<file path="src/rtl/sdram_arb_pkg.sv">
// sdram_arb_pkg: shared FSM encoding, tag-width helper and parameter defaults for sdram_host_arb
package sdram_arb_pkg;
    localparam int DEF_NUM_CH      = 2;
    localparam int DEF_HADDR_WIDTH = 24;
    localparam int DEF_DATA_WIDTH  = 16;
    localparam int DEF_TAG_DEPTH   = 4;

    typedef enum logic [1:0] {
        S_IDLE  = 2'd0,
        S_ISSUE = 2'd1,
        S_WAIT  = 2'd2
    } arb_state_t;

    function automatic int tag_w(input int n);
        return (n > 1) ? $clog2(n) : 1;
    endfunction
endpackage

</file>
<file path="src/rtl/sdram_tag_fifo.sv">
// sdram_tag_fifo: single-clock tag FIFO; push and pop in one cycle both happen, empty bypasses din to dout
module sdram_tag_fifo #(
    parameter int WIDTH = 1,
    parameter int DEPTH = 4
) (
    input  logic             clk,
    input  logic             rst_n,
    input  logic             push,
    input  logic             pop,
    input  logic [WIDTH-1:0] din,
    output logic [WIDTH-1:0] dout,
    output logic             full,
    output logic             empty
);
    localparam int AW = (DEPTH > 1) ? $clog2(DEPTH) : 1;

    logic [WIDTH-1:0] r_mem [DEPTH];
    logic [AW-1:0]    r_wp, r_rp;
    logic [AW:0]      r_cnt;
    logic             w_push, w_pop;

    assign full   = r_cnt == (AW+1)'(DEPTH);
    assign empty  = r_cnt == '0;
    assign w_push = push && (!full || pop);
    assign w_pop  = pop && (!empty || push);
    assign dout   = empty ? din : r_mem[r_rp];

    // storage array, no reset needed since occupancy gates every read
    always_ff @(posedge clk) begin
        if (w_push) r_mem[r_wp] <= din;
    end

    // pointers and occupancy; simultaneous push/pop leaves occupancy unchanged
    always_ff @(posedge clk or negedge rst_n) begin
        if (!rst_n) begin
            r_wp  <= '0;
            r_rp  <= '0;
            r_cnt <= '0;
        end else begin
            r_wp  <= r_wp + AW'(w_push);
            r_rp  <= r_rp + AW'(w_pop);
            r_cnt <= r_cnt + (AW+1)'(w_push) - (AW+1)'(w_pop);
        end
    end
endmodule

</file>
<file path="src/rtl/sdram_host_arb.sv">
// sdram_host_arb: multi-channel host arbiter in front of an SDRAM controller; define SDRAM_ARB_FIXED_PRIO_EN for fixed priority
module sdram_host_arb
    import sdram_arb_pkg::*;
#(
    parameter int NUM_CH      = DEF_NUM_CH,
    parameter int HADDR_WIDTH = DEF_HADDR_WIDTH,
    parameter int DATA_WIDTH  = DEF_DATA_WIDTH,
    parameter int TAG_DEPTH   = DEF_TAG_DEPTH
) (
    input  logic                          clk,
    input  logic                          rst_n,
    input  logic [NUM_CH-1:0]             ch_wr_enable,
    input  logic [NUM_CH-1:0]             ch_rd_enable,
    input  logic [NUM_CH*HADDR_WIDTH-1:0] ch_addr,
    input  logic [NUM_CH*DATA_WIDTH-1:0]  ch_wr_data,
    output logic [NUM_CH-1:0]             ch_ack,
    output logic [DATA_WIDTH-1:0]         ch_rd_data,
    output logic [NUM_CH-1:0]             ch_rd_valid,
    output logic [HADDR_WIDTH-1:0]        wr_addr,
    output logic [HADDR_WIDTH-1:0]        rd_addr,
    output logic [DATA_WIDTH-1:0]         wr_data,
    output logic                          wr_enable,
    output logic                          rd_enable,
    input  logic                          busy,
    input  logic [DATA_WIDTH-1:0]         rd_data,
    input  logic                          rd_ready,
    output logic                          orphan_err
);
    localparam int TW = tag_w(NUM_CH);
    localparam logic [NUM_CH-1:0] ONE = NUM_CH'(1);

    arb_state_t             r_state, w_next;
    logic [TW-1:0]          r_win, w_win, w_tag, w_start;
    logic                   r_op_wr, r_wr_en, r_rd_en, r_orphan;
    logic [HADDR_WIDTH-1:0] r_addr;
    logic [DATA_WIDTH-1:0]  r_data, r_rd_data;
    logic [NUM_CH-1:0]      r_ack, r_rd_valid, w_elig;
    logic                   w_full, w_empty, w_grant, w_accept, w_push;

    // first eligible channel at or after s, wrapping
    function automatic logic [TW-1:0] pick(input logic [NUM_CH-1:0] e, input logic [TW-1:0] s);
        logic [TW-1:0] p;
        p = '0;
        for (int i = NUM_CH - 1; i >= 0; i--)
            if (e[(int'(s) + i) % NUM_CH]) p = TW'((int'(s) + i) % NUM_CH);
        return p;
    endfunction

    assign w_elig  = ch_wr_enable | (ch_rd_enable & {NUM_CH{~w_full}});
    assign w_win   = pick(w_elig, w_start);
    assign w_push  = w_accept && !r_op_wr;

`ifdef SDRAM_ARB_FIXED_PRIO_EN
    assign w_start = '0;
`else
    logic [TW-1:0] r_ptr;
    assign w_start = r_ptr;

    // round-robin pointer: next search starts just past the last winner
    always_ff @(posedge clk or negedge rst_n) begin
        if (!rst_n) r_ptr <= '0;
        else if (w_grant) r_ptr <= (int'(w_win) + 1 == NUM_CH) ? '0 : w_win + TW'(1);
    end
`endif

    // FSM state register
    always_ff @(posedge clk or negedge rst_n) begin
        if (!rst_n) r_state <= S_IDLE;
        else r_state <= w_next;
    end

    // next state plus grant/accept strobes
    always_comb begin
        w_next   = r_state;
        w_grant  = 1'b0;
        w_accept = 1'b0;
        case (r_state)
            S_IDLE:  if (!busy && |w_elig) begin w_next = S_ISSUE; w_grant = 1'b1; end
            S_ISSUE: if (busy) begin w_next = S_WAIT; w_accept = 1'b1; end
            S_WAIT:  if (!busy) w_next = S_IDLE;
            default: w_next = S_IDLE;
        endcase
    end

    // latch winner on grant, drop strobe and pulse ack on acceptance; write wins over read
    always_ff @(posedge clk or negedge rst_n) begin
        if (!rst_n) begin
            r_win   <= '0;
            r_op_wr <= 1'b0;
            r_addr  <= '0;
            r_data  <= '0;
            r_wr_en <= 1'b0;
            r_rd_en <= 1'b0;
            r_ack   <= '0;
        end else begin
            r_ack <= '0;
            if (w_grant) begin
                r_win   <= w_win;
                r_op_wr <= ch_wr_enable[w_win];
                r_addr  <= ch_addr[int'(w_win)*HADDR_WIDTH +: HADDR_WIDTH];
                r_data  <= ch_wr_data[int'(w_win)*DATA_WIDTH +: DATA_WIDTH];
                r_wr_en <= ch_wr_enable[w_win];
                r_rd_en <= !ch_wr_enable[w_win];
            end
            if (w_accept) begin
                r_wr_en <= 1'b0;
                r_rd_en <= 1'b0;
                r_ack   <= ONE << r_win;
            end
        end
    end

    // read return routing by popped tag; data with no outstanding tag is dropped and flagged
    always_ff @(posedge clk or negedge rst_n) begin
        if (!rst_n) begin
            r_rd_data  <= '0;
            r_rd_valid <= '0;
            r_orphan   <= 1'b0;
        end else begin
            r_rd_valid <= '0;
            if (rd_ready) begin
                if (w_empty && !w_push) begin
                    r_orphan <= 1'b1;
                end else begin
                    r_rd_data  <= rd_data;
                    r_rd_valid <= ONE << w_tag;
                end
            end
        end
    end

    sdram_tag_fifo #(
        .WIDTH (TW),
        .DEPTH (TAG_DEPTH)
    ) u_tag_fifo (
        .clk   (clk),
        .rst_n (rst_n),
        .push  (w_push),
        .pop   (rd_ready),
        .din   (r_win),
        .dout  (w_tag),
        .full  (w_full),
        .empty (w_empty)
    );

    assign ch_ack      = r_ack;
    assign ch_rd_data  = r_rd_data;
    assign ch_rd_valid = r_rd_valid;
    assign wr_addr     = r_addr;
    assign rd_addr     = r_addr;
    assign wr_data     = r_data;
    assign wr_enable   = r_wr_en;
    assign rd_enable   = r_rd_en;
    assign orphan_err  = r_orphan;
endmodule

</file>
<file path="config.mk">
export PLATFORM = sky130hd
export DESIGN_NAME = sdram_host_arb
export DESIGN_NICKNAME = d
export VERILOG_FILES = /design/src/rtl/sdram_arb_pkg.sv /design/src/rtl/sdram_tag_fifo.sv /design/src/rtl/sdram_host_arb.sv
export SDC_FILE = /design/constraint.sdc
export NUM_CORES = 1
export LEC_CHECK = 0
export ABC_AREA = 1
export ABC_CLOCK_PERIOD_IN_PS = 2600
export CAP_MARGIN = 20
export CORE_UTILIZATION = 30
export DETAILED_ROUTE_END_ITERATION = 7
export SYNTH_ARGS = -nofsm -noshare
export SYNTH_HDL_FRONTEND = slang
export SYNTH_SLANG_ARGS = --single-unit
</file>
<file path="constraint.sdc">
create_clock -name clk -period 2.6 [get_ports clk]
set_input_delay 0.39 -clock clk [delete_from_list [all_inputs] [get_ports clk]]
set_output_delay 0.39 -clock clk [all_outputs]
set_load 0.01 [all_outputs]
</file>
==> run summary, run 1 <==
Status: complete, no violations
Max-slew headroom: 0.357
Worst setup path endpoint: u_tag_fifo.r_cnt[2]$_DFF_PN0_
Initial antenna violation count: 0
Period minus WS final: 2.15 ns
Crit-path cells: nor2_2 > nand2_1 > inv_1 > nand2_1 > nand2_1 > clkinv_1 > ha_1 > inv_1 > ha_1 > fa_1 > xor2_1
Worst path max stage delay: 0.41 ns
Mapped Nets: 524
CTS Buffer Depth: 2
Worst skew pair latency: 0.33 ns
WP depth: 11
Port Buffers: 190
M1 WL: 4.48 mm
Avg WL per Cell: 13.6 microns
Gate Count Post-Synth: 416
Die Wd: 114 microns
CP startpoint: u_tag_fifo.r_cnt[1]$_DFF_PN0_
R2r endpoint: u_tag_fifo.r_cnt[2]$_DFF_PN0_
Mean Syn Cell Area: 9.01 sq um
Setup crit start kind: flip-flop
Final wirelength: 10.3 mm
Peak supply drop: 0.456 mV
Post-DRT Antenna Nets: 0
Lkg Pwr: 2.61 nW
Most used cell, CP: nand2_1
Largest net degree at the start of global routing: 76
Final WS setup: 0.452 ns
GPL Wtd Cong: 0.788
Metal2 WL: 4.78 mm
Synth-to-Final Area Change: 55.6%
Delay-heaviest family, CP: adder cells
Starting Density: 0.309
Antenna Cells: 0
Largest cells by area after synthesis: dfrtp_1 50%, nand2_1 14%, nand3_1 11%
Wire length on met3: 856 microns
Worst r2r src: u_tag_fifo.r_cnt[1]$_DFF_PN0_
Synth cell count leaders: 144 x nand2_1, 80 x nand3_1, 75 x dfrtp_1, 25 x buf_4, 19 x inv_1
Netlist Area Pre-Place: 3750 sq um
Hold_buf cts: 0
Vias per cell: 4.45
# setup viols final: 0
H-tree levels: 3
Crit Path Max Fanout: 3
Dpl ws: 0.119 ns
CTS tree: done
CP arrival: 2.36 ns
RSZ-0062 raised after global routing: false
Post-layout util: 0.481
Endpoints failing hold: 0
Clock Skews: 0.00497 ns
Min-Delay Path Class: in2async
# resized after CTS: 0
Share of cells above drive strength 1: 0.0615
DR iter-0 viols: 100
Die height: 114 microns
Distinct cells, synth: 27
Total GRT Usage: 0.163
Fillers: 1,170
Routed vias: 3,351
# DRC: 0
Total clock sinks: 79
Post-synth EDFFs: 4
Max-cap violations: 0
CTS clk-pin slew, worst paths: 0.06 ns
First-pass GRT wire length: 16.4 mm
Areal power density over the cells: 1070 nW/um^2
FP Rows: 40
Register area share after synthesis: 0.533
Element type at the critical path end: flip-flop
#FFs+latches synth: 79
Post-Route Setup TNS: 0 ns
Worst path slowest cell: dfrtp_1
Vias in the first global route: 3,350
Most frequent cell after synthesis: nand2_1
Synth warnings: 0
Area leader, netlist: dfrtp_1
Total gr overflow: 0
Nets: 688
R2r setup slk: 0.45 ns
Worst r2r path cells: 11
Clk root buf: clkbuf_16
Die Footprint: 12,900 sq um
Worst EP required: 2.81 ns
Top routing layer in use: met4
Worst path bufs/invs: 3
Asr flop ratio synth: 0.949
Final Cycle Share: 0.826
Peak Freq: 466 MHz
Core Box Area: 12,100 sq um
Share of the synthesized area in the top cell type: 0.501
Worst-margin pin slew: 0.965 ns
Top-Level Pins: 191
DP HPWL: 7.19 mm
Ys flop type: dfrtp_1
Max Transition Viols Final: 0
CP Class: reg2reg
Pre-Repair DR Iteration Count: 4
Num CTS Buffers: 9
Post-CTS setup buffers: 0
## metal layers
metal  up-vias  global-route usage
li1       1641                   -
met1      1546               0.203
met2       151               0.270
met3        13              0.0425
met4         0              0.0658
met5         -                   0
## area by class of cell
cell class	instances	area (sq um)	share of cell area
clock buffer	10	229	0.0393
multi-input combinational	274	1320	0.226
tap	168	210	0.0361
timing repair buffer	196	1960	0.336
clock inverter	6	46.3	0.00794
inverter	20	75.1	0.0129
sequential	79	2000	0.343
## worst register-to-register path: cells and delay by family, from the launching register on
family	cells	cell delay, ns
adders and majority gates	3	0.86
DFF	1	0.41
and+or+nand+nor	4	0.34
buffers and inverters	3	0.23
xor gates and xnor gates	1	0.17
## through the flow
step,cell area [sq um],instances,hold slack [ns],total power [mW]
after floorplan,3750,416,0.0944,3.74
after global placement,5530,736,0.462,5.02
after CTS,5810,752,0.255,6.29
final,5830,753,0.211,6.21
after detailed placement,5530,736,0.458,5.07
after global routing,5830,753,0.304,6.66
## cells in the final DEF (no fill, tap or decap)
cell	count
nor2_4	2
nor3_1	4
nand2_2	3
inv_6	1
clkinv_1	1
o21bai_1	2
nand2_1	144
edfxtp_1	4
xnor2_1	1
a31o_2	1
a21oi_1	5
clkbuf_1	1
fa_1	1
nand2_4	3
clkbuf_16	9
nor2_2	2
o21bai_4	1
o21ai_0	4
nor2_8	1
clkdlybuf4s50_1	189
buf_12	1
clkinvlp_4	5
buf_4	6
o211ai_1	2
nor2_1	11
xor2_1	3
ha_1	3
nand3_1	80
nand3_2	1
dfrtp_1	75
inv_1	19
## flip-flops by register name (all words and copies together), names as in the netlist, 2 cells and up
signal and cells:
ch_rd_data 16, r_state 2, u_tag_fifo.r_rp 2, u_tag_fifo.r_cnt 3
ch_rd_valid 2, rd_addr 24, ch_ack 2, u_tag_fifo.r_wp 2
wr_data 16, u_tag_fifo.r_mem 4
## worst min-delay path by stage
stage                                           from  depth (start not counted)                         end
after floorplan                                rst_n                          0         ch_ack[0]$_DFF_PN0_
after CTS                                      rst_n                          1     rd_addr[21]$_DFFE_PN0P_
after global placement    ch_rd_data[13]$_DFFE_PN0P_                          2  ch_rd_data[13]$_DFFE_PN0P_
final                                          rst_n                          1     rd_addr[21]$_DFFE_PN0P_
after detailed placement      orphan_err$_DFFE_PN0P_                          1      orphan_err$_DFFE_PN0P_
after global routing                           rst_n                          1     rd_addr[21]$_DFFE_PN0P_
## report_power, final
| part | switching, mW | internal [mW] | total [mW] |
|---|---|---|---|
| clock | 0.518 | 0.650 | 1.17 |
| sequential | 0.358 | 1.76 | 2.12 |
| combinational | 1.37 | 1.56 | 2.93 |
| total | 2.25 | 3.96 | 6.21 |
## kinds of logic after synthesis
logic type / after synthesis / synth area share
compound gates: 15 / 0.0274
fa+ha+maj: 4 / 0.0154
buf+inv: 63 / 0.116
simple gates: 251 / 0.299
flops: 79 / 0.533
xor+xnor: 4 / 0.00935
Power figures use the tool's default switching activity.
==> inputs of run 2 (changes only) <==
--- a/config.mk
+++ b/config.mk
@@ -6,7 +6,7 @@
 export NUM_CORES = 1
 export LEC_CHECK = 0
 export ABC_AREA = 1
-export ABC_CLOCK_PERIOD_IN_PS = 2600
+export ABC_CLOCK_PERIOD_IN_PS = 2100
 export CAP_MARGIN = 20
 export CORE_UTILIZATION = 30
 export DETAILED_ROUTE_END_ITERATION = 7
==> constraint.sdc (replaced) <==
create_clock -name clk -period 2.1 [get_ports clk]
set_input_delay 0.315 -clock clk [delete_from_list [all_inputs] [get_ports clk]]
set_output_delay 0.315 -clock clk [all_outputs]
set_load 0.01 [all_outputs]
==> run 2 against run 1 <==
Effect of this change:
- die area did not move
- design area rose by 3.6%
- clock skew rose by 0.0038 ns
- cell count rose by 1.5%
- power rose by 32%
==> run summary, run 2 (synthesis gave the netlist of run 1 again) <==
Status: complete, no violations (unchanged)
Worst-margin pin slew: 0.498 ns (was 0.965 ns)
Element type at the critical path end: flip-flop (unchanged)
Total GRT Usage: 0.161 (was 0.163)
Die Footprint: 12,900 sq um (unchanged)
Worst EP required: 2.31 ns (was 2.81 ns)
Final WS setup: 0.0990 ns (was 0.452 ns)
Num CTS Buffers: 9 (unchanged)
R2r setup slk: 0.1 ns (was 0.45 ns)
FP Rows: 40 (unchanged)
Post-layout util: 0.499 (was 0.481)
CTS Buffer Depth: 2 (unchanged)
Areal power density over the cells: 1350 nW/um^2 (was 1070 nW/um^2)
Hold Path Cell Cnt: 1
Synth-to-Final Area Change: 61.3% (was 55.6%)
Worst path slowest cell: dfrtp_1 (unchanged)
Max-cap violations: 0 (unchanged)
Post-DRT Antenna Nets: 0 (unchanged)
Pre-Repair DR Iteration Count: 5 (was 4)
# setup viols final: 0 (unchanged)
H-tree levels: 3 (unchanged)
CTS clk-pin slew, worst paths: 0.06 ns (about the same)
Total clock sinks: 79 (unchanged)
Port Buffers: 190 (unchanged)
Post-layout instance area: 6040 sq um (was 5830 sq um)
Worst r2r path cells: 11 (unchanged)
Antenna Cells: 0 (unchanged)
Clk root buf: clkbuf_16 (unchanged)
Min-Delay Path Class: reg2reg (was in2async)
Setup crit start kind: flip-flop (unchanged)
Clock Skews: 0.00878 ns (was 0.00497 ns)
Worst path bufs/invs: 3 (unchanged)
Die Wd: 114 microns (unchanged)
Max Transition Viols Final: 0 (unchanged)
Worst path max stage delay: 0.41 ns (about the same)
Peak Freq: 500 MHz (was 466 MHz)
DR iter-0 viols: 87 (was 100)
Post-Route Setup TNS: 0 ns (unchanged)
Commonest cells after routing, fill and taps aside: 189 x clkdlybuf4s50_1, 143 x nand2_1, 80 x nand3_1, 75 x dfrtp_1, 17 x inv_1 (was 189 x clkdlybuf4s50_1, 144 x nand2_1, 80 x nand3_1, 75 x dfrtp_1, 19 x inv_1)
Top-Level Pins: 191 (unchanged)
Layout Cells excl Fill: 764 (was 753)
Worst r2r src: u_tag_fifo.r_cnt[1]$_DFF_PN0_ (unchanged)
Max reg flops: 24 (unchanged)
Crit-path cells: nor2_2 > nand2_1 > inv_2 > nand2_1 > nand2_2 > clkinv_2 > ha_4 > inv_2 > ha_4 > fa_2 > xor2_1 (was nor2_2 > nand2_1 > inv_1 > nand2_1 > nand2_1 > clkinv_1 > ha_1 > inv_1 > ha_1 > fa_1 > xor2_1)
WHS Endpoint: orphan_err$_DFFE_PN0P_
Worst skew pair latency: 0.34 ns (was 0.33 ns)
Period minus WS final: 2.00 ns (was 2.15 ns)
Min Hold Slack: 0.477 ns (was 0.211 ns)
Initial antenna violation count: 0 (unchanged)
Endpoints failing hold: 0 (unchanged)
Vias per cell: 4.40 (was 4.45)
GPL Wtd Cong: 0.728 (was 0.788)
Crit Path Max Fanout: 3 (unchanged)
Commonest non-fill, non-tap cell in the layout: clkdlybuf4s50_1 (unchanged)
Delay-heaviest family, CP: adder cells (unchanged)
Vias in the first global route: 3,351 (was 3,350)
Nets: 699 (was 688)
Lkg Pwr: 2.72 nW (was 2.61 nW)
First-pass GRT wire length: 16.1 mm (was 16.4 mm)
R2r endpoint: u_tag_fifo.r_cnt[2]$_DFF_PN0_ (unchanged)
Core Box Area: 12,100 sq um (unchanged)
Hold wc startpoint: orphan_err$_DFFE_PN0P_
CP arrival: 2.21 ns (was 2.36 ns)
Routed vias: 3,360 (was 3,351)
Avg WL per Cell: 13.1 microns (was 13.6 microns)
Final Cycle Share: 0.953 (was 0.826)
Dpl ws: -0.209 ns (was 0.119 ns)
Largest net degree at the start of global routing: 40 (was 76)
Share of cells above drive strength 1: 0.0889 (was 0.0615)
Peak supply drop: 0.695 mV (was 0.456 mV)
DP HPWL: 7.40 mm (was 7.19 mm)
CP Class: reg2reg (unchanged)
CP startpoint: u_tag_fifo.r_cnt[1]$_DFF_PN0_ (unchanged)
Die height: 114 microns (unchanged)
# DRC: 0 (unchanged)
Max-slew headroom: 0.668 (was 0.357)
Starting Density: 0.309 (unchanged)
Placed cell count: 746 (was 736)
Post-place instance area: 5680 sq um (was 5530 sq um)
Total gr overflow: 0 (unchanged)
Total power: 8.18 mW (was 6.21 mW)
CTS tree: done (unchanged)
Final wirelength: 9.99 mm (was 10.3 mm)
[run 2: changes by cell type in the layout (fill, tap and decap cells not counted), sizes merged]
cell,previous run,this run
bufinv,0,3
buf,7,17
clkinv,1,2
clkbuf,10,11
clkinvlp,5,0
dlygate4sd3,0,1
[run 2: report_power, final]
group | internal (mW) | switching [mW] | leakage (nW)
clock network | 1.20 | 0.599 | 0.170
logic | 2.03 | 1.73 | 1.59
registers | 2.18 | 0.437 | 0.956
[run 2: worst max-delay path by stage]
stage | cells past startpoint | end
detailed placement | 12 | u_tag_fifo.r_cnt[2]$_DFF_PN0_
global route | 11 | u_tag_fifo.r_cnt[2]$_DFF_PN0_
global placement | 12 | u_tag_fifo.r_cnt[2]$_DFF_PN0_
finish | 11 | u_tag_fifo.r_cnt[2]$_DFF_PN0_
CTS | 11 | u_tag_fifo.r_cnt[2]$_DFF_PN0_
floorplan | 12 | u_tag_fifo.r_cnt[2]$_DFF_PN0_
[run 2: final cells by class]
| class | count | area, sq um |
|---|---|---|
| Sequential cell | 79 | 2000 |
| Clock inverter | 5 | 104 |
| Timing Repair Buffer | 207 | 2070 |
| Inverter | 20 | 76.3 |
| Fill cell | 1191 | 6070 |
| Multi-Input combinational cell | 274 | 1350 |
| Tap cell | 168 | 210 |
| Clock buffer | 11 | 243 |
[run 2: routing by layer]
metal  wire length [microns]  vias to the layer above  track usage
met5                       0                        -            0
met4                     202                        0       0.0868
met3                     842                       14       0.0484
met2                    4630                      141        0.257
met1                    4320                     1545        0.196
li1                        -                     1660            -
[run 2: timing repair]
item / 4_1_cts / 5_1_grt
endpoints found under the hold margin: 36 / 0
buffers inserted: 0 / 1
hold buffers: 1 / 0
endpoints found under the setup margin: 0 / 2
gates resized for setup: 0 / 1
==> inputs of run 3 (changes only) <==
--- a/config.mk
+++ b/config.mk
@@ -8,6 +8,7 @@
 export ABC_AREA = 1
 export ABC_CLOCK_PERIOD_IN_PS = 2100
 export CAP_MARGIN = 20
+export CORE_MARGIN = 4
 export CORE_UTILIZATION = 30
 export DETAILED_ROUTE_END_ITERATION = 7
 export SYNTH_ARGS = -nofsm -noshare
==> run 3 against run 2 <==
Effect of this change:
- sequential power about the same
- combinational power grew 1%
- core utilization grew 0.18 points
- wire length rose by 8.4%
- critical path depth stayed put
- cell count down 0.39%
- power increased by 1.7%
- register-to-register slack improved by 0.04 ns
- design area rose by 0.35%
- largest power group unchanged
==> run summary, run 3 (synthesis gave the netlist of run 1 again) <==
Status: complete, no violations (unchanged)
Pre-Repair DR Iteration Count: 4 (was 5)
Die Wd: 120 microns (was 114 microns)
Peak Freq: 509 MHz (was 500 MHz)
Initial antenna violation count: 0 (unchanged)
Endpoints failing hold: 0 (unchanged)
Starting Density: 0.309 (unchanged)
FP Rows: 40 (unchanged)
DR iter-0 viols: 156 (was 87)
Period minus WS final: 1.96 ns (was 2.00 ns)
Layout Cells excl Fill: 761 (was 764)
Final wirelength: 10.8 mm (was 9.99 mm)
Synth-to-Final Area Change: 61.9% (was 61.3%)
Avg WL per Cell: 14.2 microns (was 13.1 microns)
Port Buffers: 190 (unchanged)
Vias per cell: 4.44 (was 4.40)
Fillers: 1,168 (was 1,191)
CTS tree: done (unchanged)
Share of cells above drive strength 1: 0.0877 (was 0.0889)
Largest net degree at the start of global routing: 42 (was 40)
CP arrival: 2.18 ns (was 2.21 ns)
RSZ-0062 raised after global routing: false
Commonest non-fill, non-tap cell in the layout: clkdlybuf4s50_1 (unchanged)
Min-Delay Path Class: reg2reg (unchanged)
H-tree levels: 3 (unchanged)
Die Footprint: 14,300 sq um (was 12,900 sq um)
Max reg flops: 24 (unchanged)
Antenna Cells: 0 (unchanged)
Clock Skews: 0.00433 ns (was 0.00878 ns)
Max-cap violations: 0 (unchanged)
Peak supply drop: 0.537 mV (was 0.695 mV)
Element type at the critical path end: flip-flop (unchanged)
Routed vias: 3,380 (was 3,360)
Post-DRT Antenna Nets: 0 (unchanged)
DP HPWL: 8.02 mm (was 7.40 mm)
Worst EP required: 2.32 ns (was 2.31 ns)
Num CTS Buffers: 9 (unchanged)
Total gr overflow: 0 (unchanged)
Vias in the first global route: 3,610 (was 3,351)
Total power: 8.32 mW (was 8.18 mW)
Lkg Pwr: 2.72 nW (about the same)
Clk root buf: clkbuf_16 (unchanged)
Setup crit start kind: flip-flop (unchanged)
First-pass GRT wire length: 17.8 mm (was 16.1 mm)
CP Class: reg2reg (unchanged)
Crit Path Max Fanout: 3 (unchanged)
Max-slew headroom: 0.687 (was 0.668)
Max Transition Viols Final: 0 (unchanged)
Final Cycle Share: 0.935 (was 0.953)
Core Box Area: 12,100 sq um (unchanged)
# DRC: 0 (unchanged)
CTS clk-pin slew, worst paths: 0.06 ns (about the same)
# setup viols final: 0 (unchanged)
Placed cell count: 743 (was 746)
Worst skew pair latency: 0.34 ns (about the same)
Nets: 696 (was 699)
Die height: 120 microns (was 114 microns)
Commonest cells after routing, fill and taps aside: 189 x clkdlybuf4s50_1, 142 x nand2_1, 80 x nand3_1, 75 x dfrtp_1, 17 x inv_1 (was 189 x clkdlybuf4s50_1, 143 x nand2_1, 80 x nand3_1, 75 x dfrtp_1, 17 x inv_1)
Worst-margin pin slew: 0.470 ns (was 0.498 ns)
GPL Wtd Cong: 0.786 (was 0.728)
Total GRT Usage: 0.156 (was 0.161)
Post-layout util: 0.501 (was 0.499)
Top-Level Pins: 191 (unchanged)
CTS Buffer Depth: 2 (unchanged)
Total clock sinks: 79 (unchanged)
Areal power density over the cells: 1370 nW/um^2 (was 1350 nW/um^2)
## run 3: cell count changes in the layout (fill, tap and decap cells not counted)
cell,change
buf_4,-5
nand2_1,-1
nand2_2,+1
clkbuf_1,-1
clkbuf_8,-1
clkbuf_16,+1
inv_6,+1
buf_12,+2
## run 3: final cells by class
| class | count | area, sq um | area share |
|---|---|---|---|
| repair buffers | 204 | 2070 | 0.341 |
| flip-flops and latches | 79 | 2000 | 0.329 |
| multi-input cells | 274 | 1350 | 0.222 |
| clock buffers | 10 | 250 | 0.0413 |
| well taps | 168 | 210 | 0.0347 |
| clock inverters | 6 | 113 | 0.0186 |
| inverters | 20 | 76.3 | 0.0126 |
## run 3: stage by stage
| stage | TNS [ns] | setup slack [ns] | area, sq um | hold slack, ns |
|---|---|---|---|---|
| final | 0 | 0.136 | 6060 | 0.473 |
| after global routing | 0 | 0.00354 | 6060 | 0.500 |
| after CTS | 0 | 0.0597 | 6050 | 0.482 |
| after detailed placement | -0.375 | -0.189 | 5680 | 0.308 |
| after global placement | -0.306 | -0.160 | 5680 | 0.303 |
| after floorplan | 0 | 0.0114 | 3780 | 0.0194 |
## run 3: final timing paths
kind	startpoint	end	slack [ns]	cells past startpoint
max in group asynchronous	rst_n	rd_addr[11]$_DFFE_PN0P_	1.04	3
max reg2reg	u_tag_fifo.r_cnt[0]$_DFF_PN0_	u_tag_fifo.r_cnt[2]$_DFF_PN0_	0.14	11
min reg2reg	orphan_err$_DFFE_PN0P_	orphan_err$_DFFE_PN0P_	0.47	1
min in group asynchronous	rst_n	ch_rd_data[0]$_DFFE_PN0P_	0.49	2
max	u_tag_fifo.r_cnt[0]$_DFF_PN0_	u_tag_fifo.r_cnt[2]$_DFF_PN0_	0.14	11
min	orphan_err$_DFFE_PN0P_	orphan_err$_DFFE_PN0P_	0.47	1
## run 3: what timing repair did
action,in CTS,in global routing
endpoints found under the hold margin,34,0
buffers inserted,0,1
endpoints found under the setup margin,0,2
hold buffers,1,0
resized for setup,0,2
## run 3: power by group
group          total (mW)  internal [mW]  switching (mW)
combinational        3.80           2.04            1.76
clock                1.88           1.24           0.644
sequential           2.63           2.18           0.451
## run 3: worst max-delay path: stages, from the launching register on
cell	delay (ns)
dfrtp_1	0.39
nor2_2	0.16
nand2_2	0.08
inv_2	0.07
nand2_1	0.06
nand2_2	0.08
clkinv_2	0.07
ha_4	0.26
inv_2	0.04
ha_4	0.15
fa_2	0.35
xor2_1	0.14
## run 3: metal layers
layer	part of all wire	global-route usage
met5	0	0
met3	0.094	0.0702
met1	0.44	0.196
met4	0.016	0.0494
met2	0.45	0.242
